**config.mk**
```make
export PLATFORM = sky130hd
export DESIGN_NAME = load_store_unit_flat
export DESIGN_NICKNAME = d
export VERILOG_FILES = /design/src/rtl/lsu_pkg.sv /design/src/rtl/load_store_unit_if.sv /design/src/rtl/lsu_lane_align.sv /design/src/rtl/load_store_unit.sv /design/src/flat_wrapper.sv
export SDC_FILE = /design/constraint.sdc
export NUM_CORES = 1
export LEC_CHECK = 0
export ABC_AREA = 1
export CAP_MARGIN = 20
export CELL_PAD_IN_SITES_DETAIL_PLACEMENT = 1
export CELL_PAD_IN_SITES_GLOBAL_PLACEMENT = 1
export CORE_ASPECT_RATIO = 0.8
export CORE_UTILIZATION = 32
export CTS_CLUSTER_SIZE = 20
export DETAILED_ROUTE_END_ITERATION = 6
export PLACE_DENSITY = 0.8
export REMOVE_ABC_BUFFERS = 1
export SYNTH_ARGS = -nofsm -noshare
export SYNTH_HDL_FRONTEND = slang
export SYNTH_SLANG_ARGS = --single-unit
```
**constraint.sdc**
```tcl
create_clock -name clock -period 2.3 [get_ports clock]
set_clock_uncertainty 0.15 [all_clocks]
set_input_delay 0.69 -clock clock [delete_from_list [all_inputs] [get_ports clock]]
set_output_delay 0.69 -clock clock [all_outputs]
set_load 0.005 [all_outputs]
```
**src/rtl/lsu_pkg.sv**
```systemverilog
// lsu_pkg: shared types and helpers for load_store_unit.
//   - size encodings SZ_BYTE / SZ_HALF / SZ_WORD (SZ_ILL is the reserved code)
//   - FSM state type lsu_state_t and debug struct lsu_dbg_t
//   - lane_extract: pick a byte/half lane from a word and sign/zero extend it
//   - lane_merge:   replace a byte/half lane of a word with new store data
package lsu_pkg;

    localparam logic [1:0] SZ_BYTE = 2'b00;
    localparam logic [1:0] SZ_HALF = 2'b01;
    localparam logic [1:0] SZ_WORD = 2'b10;
    localparam logic [1:0] SZ_ILL  = 2'b11;

    typedef enum logic [2:0] {
        ST_IDLE      = 3'd0,
        ST_LOAD      = 3'd1,
        ST_STORE     = 3'd2,
        ST_RMW_READ  = 3'd3,
        ST_RMW_WRITE = 3'd4,
        ST_RESP      = 3'd5
    } lsu_state_t;

    typedef struct packed {
        lsu_state_t state;
        logic       write;   // latched direction of the request in flight
    } lsu_dbg_t;

    function automatic logic [31:0] lane_extract(input logic [31:0] word,
                                                 input logic [1:0]  size,
                                                 input logic [1:0]  off,
                                                 input logic        sgn);
        logic [7:0]  b;
        logic [15:0] h;
        logic [31:0] r;
        case (off)
            2'd0:    b = word[7:0];
            2'd1:    b = word[15:8];
            2'd2:    b = word[23:16];
            default: b = word[31:24];
        endcase
        h = off[1] ? word[31:16] : word[15:0];
        case (size)
            SZ_BYTE: r = {{24{sgn & b[7]}}, b};
            SZ_HALF: r = {{16{sgn & h[15]}}, h};
            default: r = word;
        endcase
        return r;
    endfunction

    function automatic logic [31:0] lane_merge(input logic [31:0] word,
                                               input logic [15:0] wdata,
                                               input logic [1:0]  size,
                                               input logic [1:0]  off);
        logic [31:0] r;
        r = word;
        if (size == SZ_BYTE) begin
            case (off)
                2'd0:    r[7:0]   = wdata[7:0];
                2'd1:    r[15:8]  = wdata[7:0];
                2'd2:    r[23:16] = wdata[7:0];
                default: r[31:24] = wdata[7:0];
            endcase
        end else if (size == SZ_HALF) begin
            if (off[1]) r[31:16] = wdata;
            else        r[15:0]  = wdata;
        end
        return r;
    endfunction

endpackage

```
**src/rtl/load_store_unit_if.sv**
```systemverilog
// load_store_unit_if: pipeline-side request/response channel of the LSU.
//   Handshake: a transfer happens on a posedge where valid & ready are both 1;
//   valid never waits on ready, and the payload is only meaningful while valid=1.
//   master: the pipeline (drives req_*, resp_ready)
//   slave:  the load_store_unit (drives req_ready, resp_*)
interface load_store_unit_if #(parameter int ADDR_W = 32);
    logic              req_valid;
    logic              req_ready;
    logic              req_write;
    logic [1:0]        req_size;
    logic              req_signed;
    logic [ADDR_W-1:0] req_addr;
    logic [31:0]       req_wdata;
    logic              resp_valid;
    logic              resp_ready;
    logic [31:0]       resp_rdata;
    logic              resp_error;

    modport master (
        output req_valid, req_write, req_size, req_signed, req_addr, req_wdata, resp_ready,
        input  req_ready, resp_valid, resp_rdata, resp_error
    );

    modport slave (
        input  req_valid, req_write, req_size, req_signed, req_addr, req_wdata, resp_ready,
        output req_ready, resp_valid, resp_rdata, resp_error
    );
endinterface

```
**src/rtl/lsu_lane_align.sv**
```systemverilog
// lsu_lane_align: combinational lane logic shared by the load and RMW paths.
//   rdata      in  word read from memory
//   size/off   in  latched access size and byte offset
//   sgn        in  sign-extend loads when 1
//   wdata      in  low 16 bits of the latched store data
//   load_data  out extracted and extended load result
//   merge_data out rdata with the addressed lane replaced by wdata
module lsu_lane_align
    import lsu_pkg::*;
(
    input  logic [31:0] rdata,
    input  logic [1:0]  size,
    input  logic [1:0]  off,
    input  logic        sgn,
    input  logic [15:0] wdata,
    output logic [31:0] load_data,
    output logic [31:0] merge_data
);
    assign load_data  = lane_extract(rdata, size, off, sgn);
    assign merge_data = lane_merge(rdata, wdata, size, off);
endmodule

```
**src/rtl/load_store_unit.sv**
```systemverilog
// load_store_unit: initiator front end for a word-organised data memory.
//   clock, reset_n   single clock, synchronous active-low reset
//   bus              load_store_unit_if.slave request/response channel
//   mem_*            word address, write data, write/read strobes, read data
//   dbg              FSM state and latched direction
// Optional (macro LSU_PERF_COUNT_EN): perf_loads/perf_stores/perf_errors,
//   counting completed responses, updated when RESP hands back to IDLE.
// Sub-word stores take a read-modify-write pass; memory strobes are decoded
// from state only, so a reset always suppresses any pending write.
module load_store_unit
    import lsu_pkg::*;
#(
    parameter int DEPTH  = 128,
    parameter int ADDR_W = 32
)(
    input  logic               clock,
    input  logic               reset_n,
    load_store_unit_if.slave   bus,
    output logic [31:0]        mem_address,
    output logic [31:0]        mem_write_data,
    output logic               mem_write_enable,
    output logic               mem_read_enable,
    input  logic [31:0]        mem_read_data,
`ifdef LSU_PERF_COUNT_EN
    output logic [31:0]        perf_loads,
    output logic [31:0]        perf_stores,
    output logic [31:0]        perf_errors,
`endif
    output lsu_dbg_t           dbg
);
    localparam logic [ADDR_W-3:0] DEPTH_IDX = (ADDR_W-2)'(DEPTH);

    lsu_state_t        state;
    logic [ADDR_W-3:0] a_word;
    logic [1:0]        a_off;
    logic [1:0]        a_size;
    logic              a_signed;
    logic              a_write;
    logic [31:0]       a_wdata;
    logic [31:0]       merge_q;
    logic [31:0]       load_data;
    logic [31:0]       merge_data;
    logic              acc_err;

    // Error decode on the live request, used only at the acceptance edge.
    always_comb begin
        acc_err = 1'b0;
        case (bus.req_size)
            SZ_HALF: acc_err = bus.req_addr[0];
            SZ_WORD: acc_err = |bus.req_addr[1:0];
            SZ_ILL:  acc_err = 1'b1;
            default: acc_err = 1'b0;
        endcase
        if (bus.req_addr[ADDR_W-1:2] >= DEPTH_IDX) acc_err = 1'b1;
    end

    lsu_lane_align u_align (
        .rdata      (mem_read_data),
        .size       (a_size),
        .off        (a_off),
        .sgn        (a_signed),
        .wdata      (a_wdata[15:0]),
        .load_data  (load_data),
        .merge_data (merge_data)
    );

    assign bus.req_ready    = (state == ST_IDLE);
    assign mem_address      = 32'(a_word);
    assign mem_read_enable  = (state == ST_LOAD)  || (state == ST_RMW_READ);
    assign mem_write_enable = (state == ST_STORE) || (state == ST_RMW_WRITE);
    assign mem_write_data   = (state == ST_STORE) ? a_wdata : merge_q;
    assign dbg              = '{state: state, write: a_write};

    always_ff @(posedge clock) begin
        if (!reset_n) begin
            state          <= ST_IDLE;
            a_word         <= '0;
            a_off          <= '0;
            a_size         <= '0;
            a_signed       <= 1'b0;
            a_write        <= 1'b0;
            a_wdata        <= '0;
            merge_q        <= '0;
            bus.resp_valid <= 1'b0;
            bus.resp_rdata <= '0;
            bus.resp_error <= 1'b0;
`ifdef LSU_PERF_COUNT_EN
            perf_loads     <= '0;
            perf_stores    <= '0;
            perf_errors    <= '0;
`endif
        end else begin
            case (state)
                ST_IDLE: begin
                    if (bus.req_valid) begin
                        a_word   <= bus.req_addr[ADDR_W-1:2];
                        a_off    <= bus.req_addr[1:0];
                        a_size   <= bus.req_size;
                        a_signed <= bus.req_signed;
                        a_write  <= bus.req_write;
                        a_wdata  <= bus.req_wdata;
                        if (acc_err) begin
                            bus.resp_valid <= 1'b1;
                            bus.resp_rdata <= '0;
                            bus.resp_error <= 1'b1;
                            state          <= ST_RESP;
                        end else if (!bus.req_write) begin
                            state <= ST_LOAD;
                        end else if (bus.req_size == SZ_WORD) begin
                            state <= ST_STORE;
                        end else begin
                            state <= ST_RMW_READ;
                        end
                    end
                end
                ST_LOAD: begin
                    bus.resp_valid <= 1'b1;
                    bus.resp_rdata <= load_data;
                    bus.resp_error <= 1'b0;
                    state          <= ST_RESP;
                end
                ST_STORE, ST_RMW_WRITE: begin
                    bus.resp_valid <= 1'b1;
                    bus.resp_rdata <= '0;
                    bus.resp_error <= 1'b0;
                    state          <= ST_RESP;
                end
                ST_RMW_READ: begin
                    merge_q <= merge_data;
                    state   <= ST_RMW_WRITE;
                end
                ST_RESP: begin
                    if (bus.resp_ready) begin
                        bus.resp_valid <= 1'b0;
                        state          <= ST_IDLE;
`ifdef LSU_PERF_COUNT_EN
                        if (bus.resp_error) perf_errors <= perf_errors + 32'd1;
                        else if (a_write)   perf_stores <= perf_stores + 32'd1;
                        else                perf_loads  <= perf_loads + 32'd1;
`endif
                    end
                end
                default: state <= ST_IDLE;
            endcase
        end
    end
endmodule

```
**src/flat_wrapper.sv**
```systemverilog
// flat-port wrapper written by rule: the top's interface ports become plain ports
module load_store_unit_flat import lsu_pkg::*;
#(
    parameter int DEPTH  = 128,
    parameter int ADDR_W = 32
)
  (clock, reset_n, mem_address, mem_write_data, mem_write_enable, mem_read_enable, mem_read_data, dbg, bus_req_valid, bus_req_write, bus_req_size, bus_req_signed, bus_req_addr, bus_req_wdata, bus_resp_ready, bus_req_ready, bus_resp_valid, bus_resp_rdata, bus_resp_error);
  load_store_unit_if #(.ADDR_W(ADDR_W)) bus_i ();
  input  logic clock;
  input  logic reset_n;
  output logic [31:0] mem_address;
  output logic [31:0] mem_write_data;
  output logic mem_write_enable;
  output logic mem_read_enable;
  input  logic [31:0] mem_read_data;
  output lsu_dbg_t dbg;
  input wire logic [$bits(bus_i.req_valid)-1:0] bus_req_valid;
  input wire logic [$bits(bus_i.req_write)-1:0] bus_req_write;
  input wire logic [$bits(bus_i.req_size)-1:0] bus_req_size;
  input wire logic [$bits(bus_i.req_signed)-1:0] bus_req_signed;
  input wire logic [$bits(bus_i.req_addr)-1:0] bus_req_addr;
  input wire logic [$bits(bus_i.req_wdata)-1:0] bus_req_wdata;
  input wire logic [$bits(bus_i.resp_ready)-1:0] bus_resp_ready;
  output wire logic [$bits(bus_i.req_ready)-1:0] bus_req_ready;
  output wire logic [$bits(bus_i.resp_valid)-1:0] bus_resp_valid;
  output wire logic [$bits(bus_i.resp_rdata)-1:0] bus_resp_rdata;
  output wire logic [$bits(bus_i.resp_error)-1:0] bus_resp_error;
  assign bus_i.req_valid = bus_req_valid;
  assign bus_i.req_write = bus_req_write;
  assign bus_i.req_size = bus_req_size;
  assign bus_i.req_signed = bus_req_signed;
  assign bus_i.req_addr = bus_req_addr;
  assign bus_i.req_wdata = bus_req_wdata;
  assign bus_i.resp_ready = bus_resp_ready;
  assign bus_req_ready = bus_i.req_ready;
  assign bus_resp_valid = bus_i.resp_valid;
  assign bus_resp_rdata = bus_i.resp_rdata;
  assign bus_resp_error = bus_i.resp_error;
  load_store_unit #(.DEPTH(DEPTH), .ADDR_W(ADDR_W)) u_core (.clock(clock), .reset_n(reset_n), .bus(bus_i), .mem_address(mem_address), .mem_write_data(mem_write_data), .mem_write_enable(mem_write_enable), .mem_read_enable(mem_read_enable), .mem_read_data(mem_read_data), .dbg(dbg));
endmodule
```
==> parameters.txt, run 1 <==
Parameter                              Value

Outcome
  Outcome    finished, violations left
  Failing checks    setup timing

Timing
  Final setup violation count    34
  Max Slew Vio Count    0
  Worst slew slack as a fraction of its limit    0.425
  Setup Total Neg Slack    -3.27 ns
  Top achievable clock speed    406 MHz
  Setup repair after global routing missed its margin    yes
  Slew at the pin closest to its max-slew limit    0.862 ns
  Worst Setup Slack, final    -0.165 ns
  Min cycle time layout    2.47 ns
  Crit share post-route    1.07
  Final count of hold timing violations    0

Clock network
  Clock-pin slew reported for the worst setup and hold paths after clock tree synthesis    0.06 ns
  Source-to-sink clock delay at the later pin of the worst-skew pair    0.42 ns
  Count of hold buffers inserted by post-cts repair    0
  Number of CTS-inserted buffers    17
  Total number of H-tree levels    4
  Clock Sink Count    137
  Clock tree from TritonCTS    built
  Root buf cell    sky130_fd_sc_hd__clkbuf_16
  Max clock buf depth    2

Pwr
  Internal power consumption    6050 uW
  Switching portion of total power    0.373
  Portion of total power attributed to sequential cells    0.312
  Power after layout    9640 uW
  Combinational cell fraction of total power    0.400
  Clock group share of total power    0.288
  Maximum ir drop on the vdd rail    0.000390 V
  Power density over cell area    949 mW/mm2
  Power spent charging and discharging nets    3590 uW
  Leakage power    0.00403 uW

Floorplanning
  Floorplan core area    0.0200 mm2
  Die height    131 um
  Boundary Pins    209
  Initial standard-cell utilization of the core    0.331
  Die X    163 um
  Full die area    0.0213 mm2
  Floorplan row count    46

Critical path
  Depth of the worst register-to-register path    13
  Critical path startpoint category    register
  Worst setup EP type    primary output
  Maximum fanout encountered on the critical timing path    7
  Cell repeated most along the worst path    sky130_fd_sc_hd__buf_12
  Worst path slowest cell    sky130_fd_sc_hd__dfxtp_2
  Cell-by-cell trace of the critical path    nor2_4 -> nand2_8 -> buf_12 -> buf_12 -> o21ai_2 -> buf_2
  Worst Setup Path Type    register to primary output
  Critical register-to-register path startpoint    u_core.state[0]
  Cell family with most CP delay    buffers and inverters
  Required time of the critical path    1.46 ns
  Peak per-stage delay on the critical path    0.33 ns
  Crit. Startpoint    u_core.state[0]
  Flop-to-flop setup slack    0.14 ns
  Capture point of the worst reg-to-reg path    u_core.bus.resp_rdata[16]
  Endpoint arrival time on the critical path    1.63 ns
  Buffer and inverter count on the worst path    3

Placement
  Last weighted congestion value of the routability-driven placer    0.826
  Port Buffers    206
  Placed Area    0.00923 mm2
  Worst slack at placement    -0.299 ns
  Final HPWL DP    18,100 um

Detailed routing
  DRT antenna net count    0
  Number of detailed-routing iterations run before antenna repair    5
  Remaining DRCs    0
  Post-detailed-route wirelength per cell    18.6 um
  Drt first-iter violations    426
  Total routed wirelength    27,100 um
  Via total after detailed routing    7,715
  Average vias per placed instance    5.30

GRT
  Global-route wire length before repair    41,800 um
  GR Util All Layers    0.252
  Largest net degree at the start of global routing    67
  Vias in the first global route    7,812
  Initial antenna violation count    0
  Remaining Overflow, GRT    0

Logic synthesis
  Post-synthesis share of cell area spent on full adders, half adders and majority gates    0
  Mean post-synth cell area    6.93 um2
  Number of enable flip-flop cells after synthesis    0
  Area fraction of the dominant cell type after synthesis    0.414
  Synthesized instance count    956
  Share of flip-flops with an asynchronous set or reset    0
  Synthesized-area fraction occupied by ao, oa, aoi and oai cells    0.304
  Yosys reg bits    137
  Area fraction in and, or, nand and nor cells after synthesis    0.182
  Combinational family with the most area after synthesis    compound AO/OA/AOI/OAI gates
  XOR/XNOR Fraction of Synth Area    0
  Multiplexer share of the synthesized area    0
  Synth cell count leaders    sky130_fd_sc_hd__nand2_1, sky130_fd_sc_hd__a21oi_1, sky130_fd_sc_hd__o21ai_0
  Count of unique library cells instantiated by Yosys    30
  Number of warnings issued by yosys    0
  Combined area of all synthesized cells    0.00662 mm2
  Portion of the post-synthesis area used by sequential elements    0.414
  Dominant register cell in the synthesized netlist    sky130_fd_sc_hd__dfxtp_1
  Top cells by area in the synthesized netlist    sky130_fd_sc_hd__dfxtp_1, sky130_fd_sc_hd__a21oi_1, sky130_fd_sc_hd__o21ai_0
  Most frequent cell after synthesis    sky130_fd_sc_hd__nand2_1
  Cell type contributing the most total cell area after synthesis    sky130_fd_sc_hd__dfxtp_1

Min path
  End of the worst hold path    u_core.bus.resp_rdata[31]
  Number of cells traversed by the worst hold path    2
  Kind of path behind the tightest hold check    register to register
  Min-delay src    u_core.bus.resp_rdata[31]

Finish
  Number of antenna cells inserted    0
  Design Area, Final    0.0102 mm2
  Layout cell share with drive strength beyond 1    0.184
  Layout net count    1,284
  Growth of design area from synthesis to finish    53.3%

Job
  Max capacitance violation total    0
==> flip-flops by register name, summed over array words and instances (netlist names) <==
name and flops:
u_core.a_wdata 32, u_core.bus.resp_rdata 32, u_core.merge_q 32, u_core.a_word 30, u_core.state 3, u_core.a_off 2
u_core.a_size 2, u_core.a_signed 1, u_core.a_write 1, u_core.bus.resp_error 1, u_core.bus.resp_valid 1
==> placed cells by master, fill, tap and decap left out, types with 3 or more instances in the layout <==
| cell type | count |
|---|---|
| sky130_fd_sc_hd__clkbuf_16 | 18 |
| sky130_fd_sc_hd__inv_1 | 70 |
| sky130_fd_sc_hd__nor2_1 | 44 |
| sky130_fd_sc_hd__a31oi_1 | 24 |
| sky130_fd_sc_hd__buf_6 | 3 |
| sky130_fd_sc_hd__nand2_4 | 9 |
| sky130_fd_sc_hd__clkinv_2 | 5 |
| sky130_fd_sc_hd__nand3_1 | 43 |
| sky130_fd_sc_hd__buf_12 | 14 |
| sky130_fd_sc_hd__o21ai_0 | 115 |
| sky130_fd_sc_hd__o221ai_1 | 8 |
| sky130_fd_sc_hd__buf_4 | 50 |
| sky130_fd_sc_hd__o22ai_1 | 7 |
| sky130_fd_sc_hd__nand2_1 | 156 |
| sky130_fd_sc_hd__clkbuf_8 | 3 |
| sky130_fd_sc_hd__dfxtp_1 | 134 |
| sky130_fd_sc_hd__clkinvlp_4 | 4 |
| sky130_fd_sc_hd__clkdlybuf4s50_1 | 168 |
| sky130_fd_sc_hd__o211ai_1 | 19 |
| sky130_fd_sc_hd__nand3_2 | 3 |
| sky130_fd_sc_hd__buf_2 | 32 |
| sky130_fd_sc_hd__inv_2 | 8 |
| sky130_fd_sc_hd__o21ai_1 | 8 |
| sky130_fd_sc_hd__buf_16 | 3 |
| sky130_fd_sc_hd__nand2_2 | 20 |
| sky130_fd_sc_hd__nor2_4 | 6 |
| sky130_fd_sc_hd__o21ai_2 | 27 |
| sky130_fd_sc_hd__a21oi_1 | 168 |
==> worst max path at each step <==
| stage | slack (ns) | cells past startpoint | to |
|---|---|---|---|
| final | -0.17 | 6 | mem_write_data[8] |
| after global routing | -0.22 | 6 | mem_write_data[8] |
| after CTS | -0.19 | 5 | mem_write_data[11] |
| after detailed placement | -0.30 | 11 | u_core.bus.resp_rdata[13] |
| after global placement | -0.15 | 11 | u_core.bus.resp_rdata[21] |
| after floorplan | -0.70 | 6 | u_core.a_off[0] |
==> tightest hold or removal path, delay by kind of cell (launching register included) <==
family / cells / cell delay [ns]
AO/OA/AOI/OAI: 1 / 0.05
flip-flops: 1 / 0.31
AND/OR/NAND/NOR: 1 / 0.06
==> cells by family (layout without fill, tap and decap cells) <==
family          Yosys count  count (layout)
buf+inv                 152             388
other cells               1               2
simple gates            288             288
flops                   137             137
compound gates          378             378
==> metal layers <==
metal / global-route usage / vias up / part of all wire
li1: - / 3707 / -
met1: 0.328 / 3710 / 0.45
met2: 0.414 / 252 / 0.47
met3: 0.0518 / 46 / 0.059
met4: 0.0891 / 0 / 0.024
met5: 0 / - / 0
==> timing repair <==
item	in CTS	in global routing
pin swaps	2	1
endpoints found under the hold margin	0	0
setup endpoints to repair	35	70
buffers inserted	5	5
gates resized for setup	206	47
cloned	4	1
==> layout make-up <==
cell class / instances / area, um2
clock inverter: 12 / 124
clock buffer: 20 / 467
timing repair buffer: 277 / 2710
tap: 264 / 330
sequential: 137 / 2750
fill: 2487 / 9870
inverter: 79 / 299
multi-input combinational: 668 / 3480
==> power groups by stage <==
stage          registers [uW]  clock network [uW]  logic [uW]
2_1_floorplan            3020                   0        1650
3_3_place_gp             3020                   0        3490
3_5_place_dp             3030                   0        3580
4_1_cts                  3000                2810        3750
5_1_grt                  3050                2930        4200
6_report                 3010                2780        3850
==> metrics by stage <==
step | hold WS [ns] | util | cells
2_1_floorplan | 0.274 | - | 884
3_3_place_gp | 0.284 | 0.461 | 1412
3_5_place_dp | 0.290 | 0.461 | 1412
4_1_cts | 0.303 | 0.501 | 1453
5_1_grt | 0.328 | 0.507 | 1457
6_report | 0.309 | 0.507 | 1457
Note: power is estimated with default switching activity, not from simulation.
==> inputs of run 2 (changes only) <==
CORE_UTILIZATION = 33   (was 32)
CTS_BUF_LIST = sky130_fd_sc_hd__clkbuf_2   (was unset)
PLACE_DENSITY = 0.83   (was 0.8)
==> run 2 against run 1 <==
  * Critical path type unchanged
  * Sequential share of layout area is 1.9 points higher
  * Wire length rose by 1.7%
  * Highest routed layer unchanged
  * The flow still finishes with violations (setup timing)
  * Final area shrank 3.9%
  * Flip-flop and latch count did not move
  * Hold slack worse by 0.026 ns
  * Sequential power is essentially flat
==> parameters.txt, run 2 (same netlist as run 1, synthesis figures left out) <==
Parameter                              Value

Critical path
  Endpoint arrival time on the critical path    1.97 ns
  Cell family with most CP delay    buffers and inverters
  Peak per-stage delay on the critical path    0.39 ns
  Required time of the critical path    1.46 ns
  Buffer and inverter count on the worst path    2
  Cell-by-cell trace of the critical path    nor2_4 -> nand2_4 -> buf_12 -> nand2_1 -> o21ai_2 -> dlygate4sd2_1
  Worst path slowest cell    sky130_fd_sc_hd__dfxtp_2
  Critical path startpoint category    register
  Worst setup EP type    primary output
  Worst Setup Path Type    register to primary output
  Flop-to-flop setup slack    0.15 ns
  Maximum fanout encountered on the critical timing path    30

Finish
  Growth of design area from synthesis to finish    47.3%
  Number of inserted filler cells in the final layout    2,448
  Largest registers    u_core.a_wdata (32), u_core.bus.resp_rdata (32), u_core.merge_q (32)
  Top library cells by usage in the layout, fill and taps aside    sky130_fd_sc_hd__nand2_1, sky130_fd_sc_hd__a21oi_1, sky130_fd_sc_hd__o21ai_0, sky130_fd_sc_hd__clkdlybuf4s50_1, sky130_fd_sc_hd__dfxtp_1
  Most common cell after layout, fill and taps aside    sky130_fd_sc_hd__nand2_1
  Layout cell share with drive strength beyond 1    0.209
  Design Area, Final    0.00975 mm2
  Layout net count    1,295

Detailed routing
  DRT antenna net count    0
  Via total after detailed routing    7,796
  Number of detailed-routing iterations run before antenna repair    5
  Remaining DRCs    0
  Average vias per placed instance    5.33
  Post-detailed-route wirelength per cell    18.9 um
  Drt first-iter violations    490
  Total routed wirelength    27,600 um

Clock network
  Max clock buf depth    2
  Total number of H-tree levels    4
  Source-to-sink clock delay at the later pin of the worst-skew pair    0.71 ns
  Clock-pin slew reported for the worst setup and hold paths after clock tree synthesis    0.22 ns
  Clock tree from TritonCTS    built
  Number of CTS-inserted buffers    17
  Root buf cell    sky130_fd_sc_hd__clkbuf_2
  Clock Sink Count    137

GRT
  GR Util All Layers    0.267
  Remaining Overflow, GRT    0
  Global-route wire length before repair    42,900 um
  Vias in the first global route    7,916
  Largest net degree at the start of global routing    56
  Initial antenna violation count    1

Timing
  Min cycle time layout    2.81 ns
  Setup repair after global routing missed its margin    yes
  Final setup violation count    36
  Slew at the pin closest to its max-slew limit    0.795 ns
  Crit share post-route    1.22
  Post-route worst hold slack    0.283 ns
  Max Slew Vio Count    0
  Final count of hold timing violations    0
  Worst Setup Slack, final    -0.513 ns
  Setup Total Neg Slack    -15.63 ns
  Worst slew slack as a fraction of its limit    0.470
  Top achievable clock speed    356 MHz

Pwr
  Leakage power    0.00415 uW
  Maximum ir drop on the vdd rail    0.000425 V
  Power density over cell area    834 mW/mm2

Placement
  Placed Area    0.00920 mm2
  Worst slack at placement    -0.275 ns
  Last weighted congestion value of the routability-driven placer    0.817
  Final HPWL DP    18,300 um
  Port Buffers    206

Floorplanning
  Die height    129 um
  Floorplan core area    0.0193 mm2
  Die X    160 um
  Boundary Pins    209
  Full die area    0.0206 mm2
  Floorplan row count    45
  Initial standard-cell utilization of the core    0.343

Outcome
  Outcome    finished, violations left
  Failing checks    setup timing

Min path
  Kind of path behind the tightest hold check    input port to register

Job
  Max capacitance violation total    0
-- run 2: cell type report --
cell class	instances	area (um2)	share of cell area
clock inverters	13	110	0.0113
repair buffers	288	2770	0.284
diodes	1	2.50	0.000257
inverters	79	302	0.0309
multi-input cells	668	3320	0.341
flip-flops and latches	137	2830	0.290
well taps	258	323	0.0331
clock buffers	19	95.1	0.00975
-- run 2: repair_timing --
action | in CTS | in global routing
endpoints found under the setup margin | 103 | 47
resized for setup | 319 | 9
pin swaps | 3 | 0
setup buffers | 19 | 1
endpoints found under the hold margin | 0 | 0
gates cloned | 6 | 0
hold buffers | 0 | 0
-- run 2: worst paths after layout --
path,startpoint,to,depth (start not counted)
worst min-delay path,reset_n,u_core.a_wdata[19],4
worst max-delay path,u_core.state[0],mem_write_data[23],6
worst max register to register,u_core.state[0],u_core.bus.resp_rdata[0],12
worst min register to register,u_core.bus.resp_error,u_core.bus.resp_error,2
-- run 2: metal layers --
layer,share of wire,GRT usage,up-vias
met2,0.48,0.452,245
met5,0,0,-
met4,0.031,0.110,0
met1,0.44,0.335,3770
li1,-,-,3720
met3,0.050,0.0477,61
-- run 2: power by group --
group	switching [uW]	internal (uW)	total [uW]
Clock	924	477	1400
Combinational	2250	1470	3720
Sequential	222	2790	3010
-- run 2: per-stage QoR --
stage	cells	total power (uW)	utilization
after global placement	1406	6470	0.476
final	1463	8130	0.505
after floorplan	884	4670	-
after global routing	1463	8610	0.505
after CTS	1462	8090	0.504
after detailed placement	1406	6580	0.476
-- run 2: worst reg2reg max path, cell delays in order, from the launching register on --
cell and delay, ns:
sky130_fd_sc_hd__dfxtp_2 0.42, sky130_fd_sc_hd__nor2_4 0.07, sky130_fd_sc_hd__nand2_4 0.12, sky130_fd_sc_hd__buf_8 0.17
sky130_fd_sc_hd__buf_16 0.14, sky130_fd_sc_hd__o21ai_2 0.07, sky130_fd_sc_hd__buf_4 0.14, sky130_fd_sc_hd__nor2_2 0.16
sky130_fd_sc_hd__nand2_1 0.11, sky130_fd_sc_hd__nand3_2 0.12, sky130_fd_sc_hd__buf_12 0.18, sky130_fd_sc_hd__nand2_1 0.09
sky130_fd_sc_hd__a21oi_1 0.15
==> inputs of run 3 (changes only) <==
GPL_TIMING_DRIVEN = 0   (was unset)
==> run 3 against run 2 <==
  * The flow finishes with violations (DRC, setup timing)
  * Die area unchanged
  * Final area increased by 5.2%
  * Total power increased by 18%
  * Core utilization increased by 2.6 points
  * First-iteration DRC count increased by 49%
  * Wire length increased by 21%
  * Worst setup slack got worse by 0.14 ns
==> parameters.txt, run 3 (same netlist as run 1, synthesis figures left out) <==
Parameter                              Value

Outcome
  Outcome    finished, violations left
  Failing checks    DRC, setup timing

Floorplanning
  Floorplan row count    45
  Die X    160 um
  Floorplan core area    0.0193 mm2
  Initial standard-cell utilization of the core    0.343
  Full die area    0.0206 mm2
  Die height    129 um
  Boundary Pins    209

Clock network
  Max clock buf depth    2
  Total number of H-tree levels    4
  Source-to-sink clock delay at the later pin of the worst-skew pair    0.80 ns
  Clock-pin slew reported for the worst setup and hold paths after clock tree synthesis    0.24 ns
  Clock tree from TritonCTS    built
  Number of CTS-inserted buffers    17
  Clock Sink Count    137
  Root buf cell    sky130_fd_sc_hd__clkbuf_2

Job
  Max capacitance violation total    0

Timing
  Setup Total Neg Slack    -19.86 ns
  Final setup violation count    38
  Max Slew Vio Count    0
  Setup repair after global routing missed its margin    yes
  Worst slew slack as a fraction of its limit    0.322
  Top achievable clock speed    339 MHz
  Crit share post-route    1.28
  Worst Setup Slack, final    -0.652 ns
  Min cycle time layout    2.95 ns
  Final count of hold timing violations    0
  Slew at the pin closest to its max-slew limit    1.02 ns

GRT
  Initial antenna violation count    1
  Vias in the first global route    8,119
  Largest net degree at the start of global routing    46
  GR Util All Layers    0.303
  Global-route wire length before repair    47,100 um
  Remaining Overflow, GRT    0

Finish
  Top library cells by usage in the layout, fill and taps aside    sky130_fd_sc_hd__a21oi_1, sky130_fd_sc_hd__nand2_1, sky130_fd_sc_hd__o21ai_0, sky130_fd_sc_hd__clkdlybuf4s50_1, sky130_fd_sc_hd__dfxtp_1
  Layout net count    1,287
  Most common cell after layout, fill and taps aside    sky130_fd_sc_hd__a21oi_1
  Layout cell share with drive strength beyond 1    0.251
  Design Area, Final    0.0103 mm2
  Largest registers    u_core.a_wdata (32), u_core.bus.resp_rdata (32), u_core.merge_q (32)
  Growth of design area from synthesis to finish    55.0%

Detailed routing
  Remaining DRCs    2
  Post-detailed-route wirelength per cell    22.9 um
  Number of detailed-routing iterations run before antenna repair    7
  Total routed wirelength    33,300 um
  Via total after detailed routing    8,260
  Average vias per placed instance    5.68
  DRT antenna net count    0
  Drt first-iter violations    729

Min path
  Kind of path behind the tightest hold check    input port to register

Critical path
  Endpoint arrival time on the critical path    2.11 ns
  Required time of the critical path    1.46 ns
  Maximum fanout encountered on the critical timing path    5
  Critical path startpoint category    register
  Worst Setup Path Type    register to primary output
  Worst setup EP type    primary output

Pwr
  Power density over cell area    938 mW/mm2
  Leakage power    0.00418 uW
  Maximum ir drop on the vdd rail    0.000352 V

Placement
  Final HPWL DP    17,200 um
  Placed Area    0.00886 mm2
  Port Buffers    206
  Last weighted congestion value of the routability-driven placer    0.770
[run 3: metal layers]
layer  up-vias  part of all wire  routed length, um  global-route usage
met2       466              0.47              15700               0.498
li1       3736                 -                  -                   -
met3       110             0.076               2530              0.0603
met1      3948              0.42              13800               0.383
met5         -                 0                  0                   0
met4         0             0.039               1290               0.145
[run 3: worst paths after layout]
kind | startpoint | end | slack, ns | cells after the start
worst max-delay path | u_core.state[2] | mem_write_data[1] | -0.65 | 6
worst min-delay path | reset_n | u_core.bus.resp_error | 0.23 | 3
worst max register to register | u_core.state[1] | u_core.a_word[0] | -0.01 | 11
worst min register to register | u_core.a_wdata[29] | u_core.a_wdata[29] | 0.32 | 2
[run 3: critical path: stages (launching register included)]
cell	delay, ns
sky130_fd_sc_hd__dfxtp_4	0.42
sky130_fd_sc_hd__nor2_4	0.20
sky130_fd_sc_hd__nand2_8	0.09
sky130_fd_sc_hd__buf_12	0.16
sky130_fd_sc_hd__buf_16	0.15
sky130_fd_sc_hd__o21ai_4	0.15
sky130_fd_sc_hd__buf_2	0.14
[run 3: area by class of cell]
class	instances	area, um2
diodes	1	2.50
repair buffers	267	2690
repair inverters	1	8.76
flip-flops and latches	137	2840
inverters	79	322
clock buffers	17	85.1
well taps	258	323
clock inverters	15	224
fillers	2340	9050
multi-input cells	680	3780
[run 3: power breakdown]
group | switching (uW) | internal [uW] | leakage [uW]
registers | 277 | 2800 | 0.00115
logic | 2910 | 1750 | 0.00287
clock network | 1070 | 826 | 0.000165
[run 3: repair_timing]
item,CTS,global route
gates resized for setup,407,92
buffers inserted,34,17
pin swaps,8,13
hold buffers,0,0
hold endpoints to repair,0,0
cloned,16,5
setup endpoints to repair,222,154
[run 3: through the flow]
stage | setup slack [ns] | hold slack, ns | util | power [uW] | cells
2_1_floorplan | -0.701 | 0.274 | - | 4670 | 884
3_3_place_gp | -3.64 | 0.284 | 0.448 | 6120 | 1348
3_5_place_dp | -0.914 | 0.291 | 0.459 | 6330 | 1357
4_1_cts | -0.652 | 0.214 | 0.516 | 9020 | 1439
5_1_grt | -0.697 | 0.263 | 0.532 | 10000 | 1455
6_report | -0.652 | 0.227 | 0.532 | 9630 | 1455
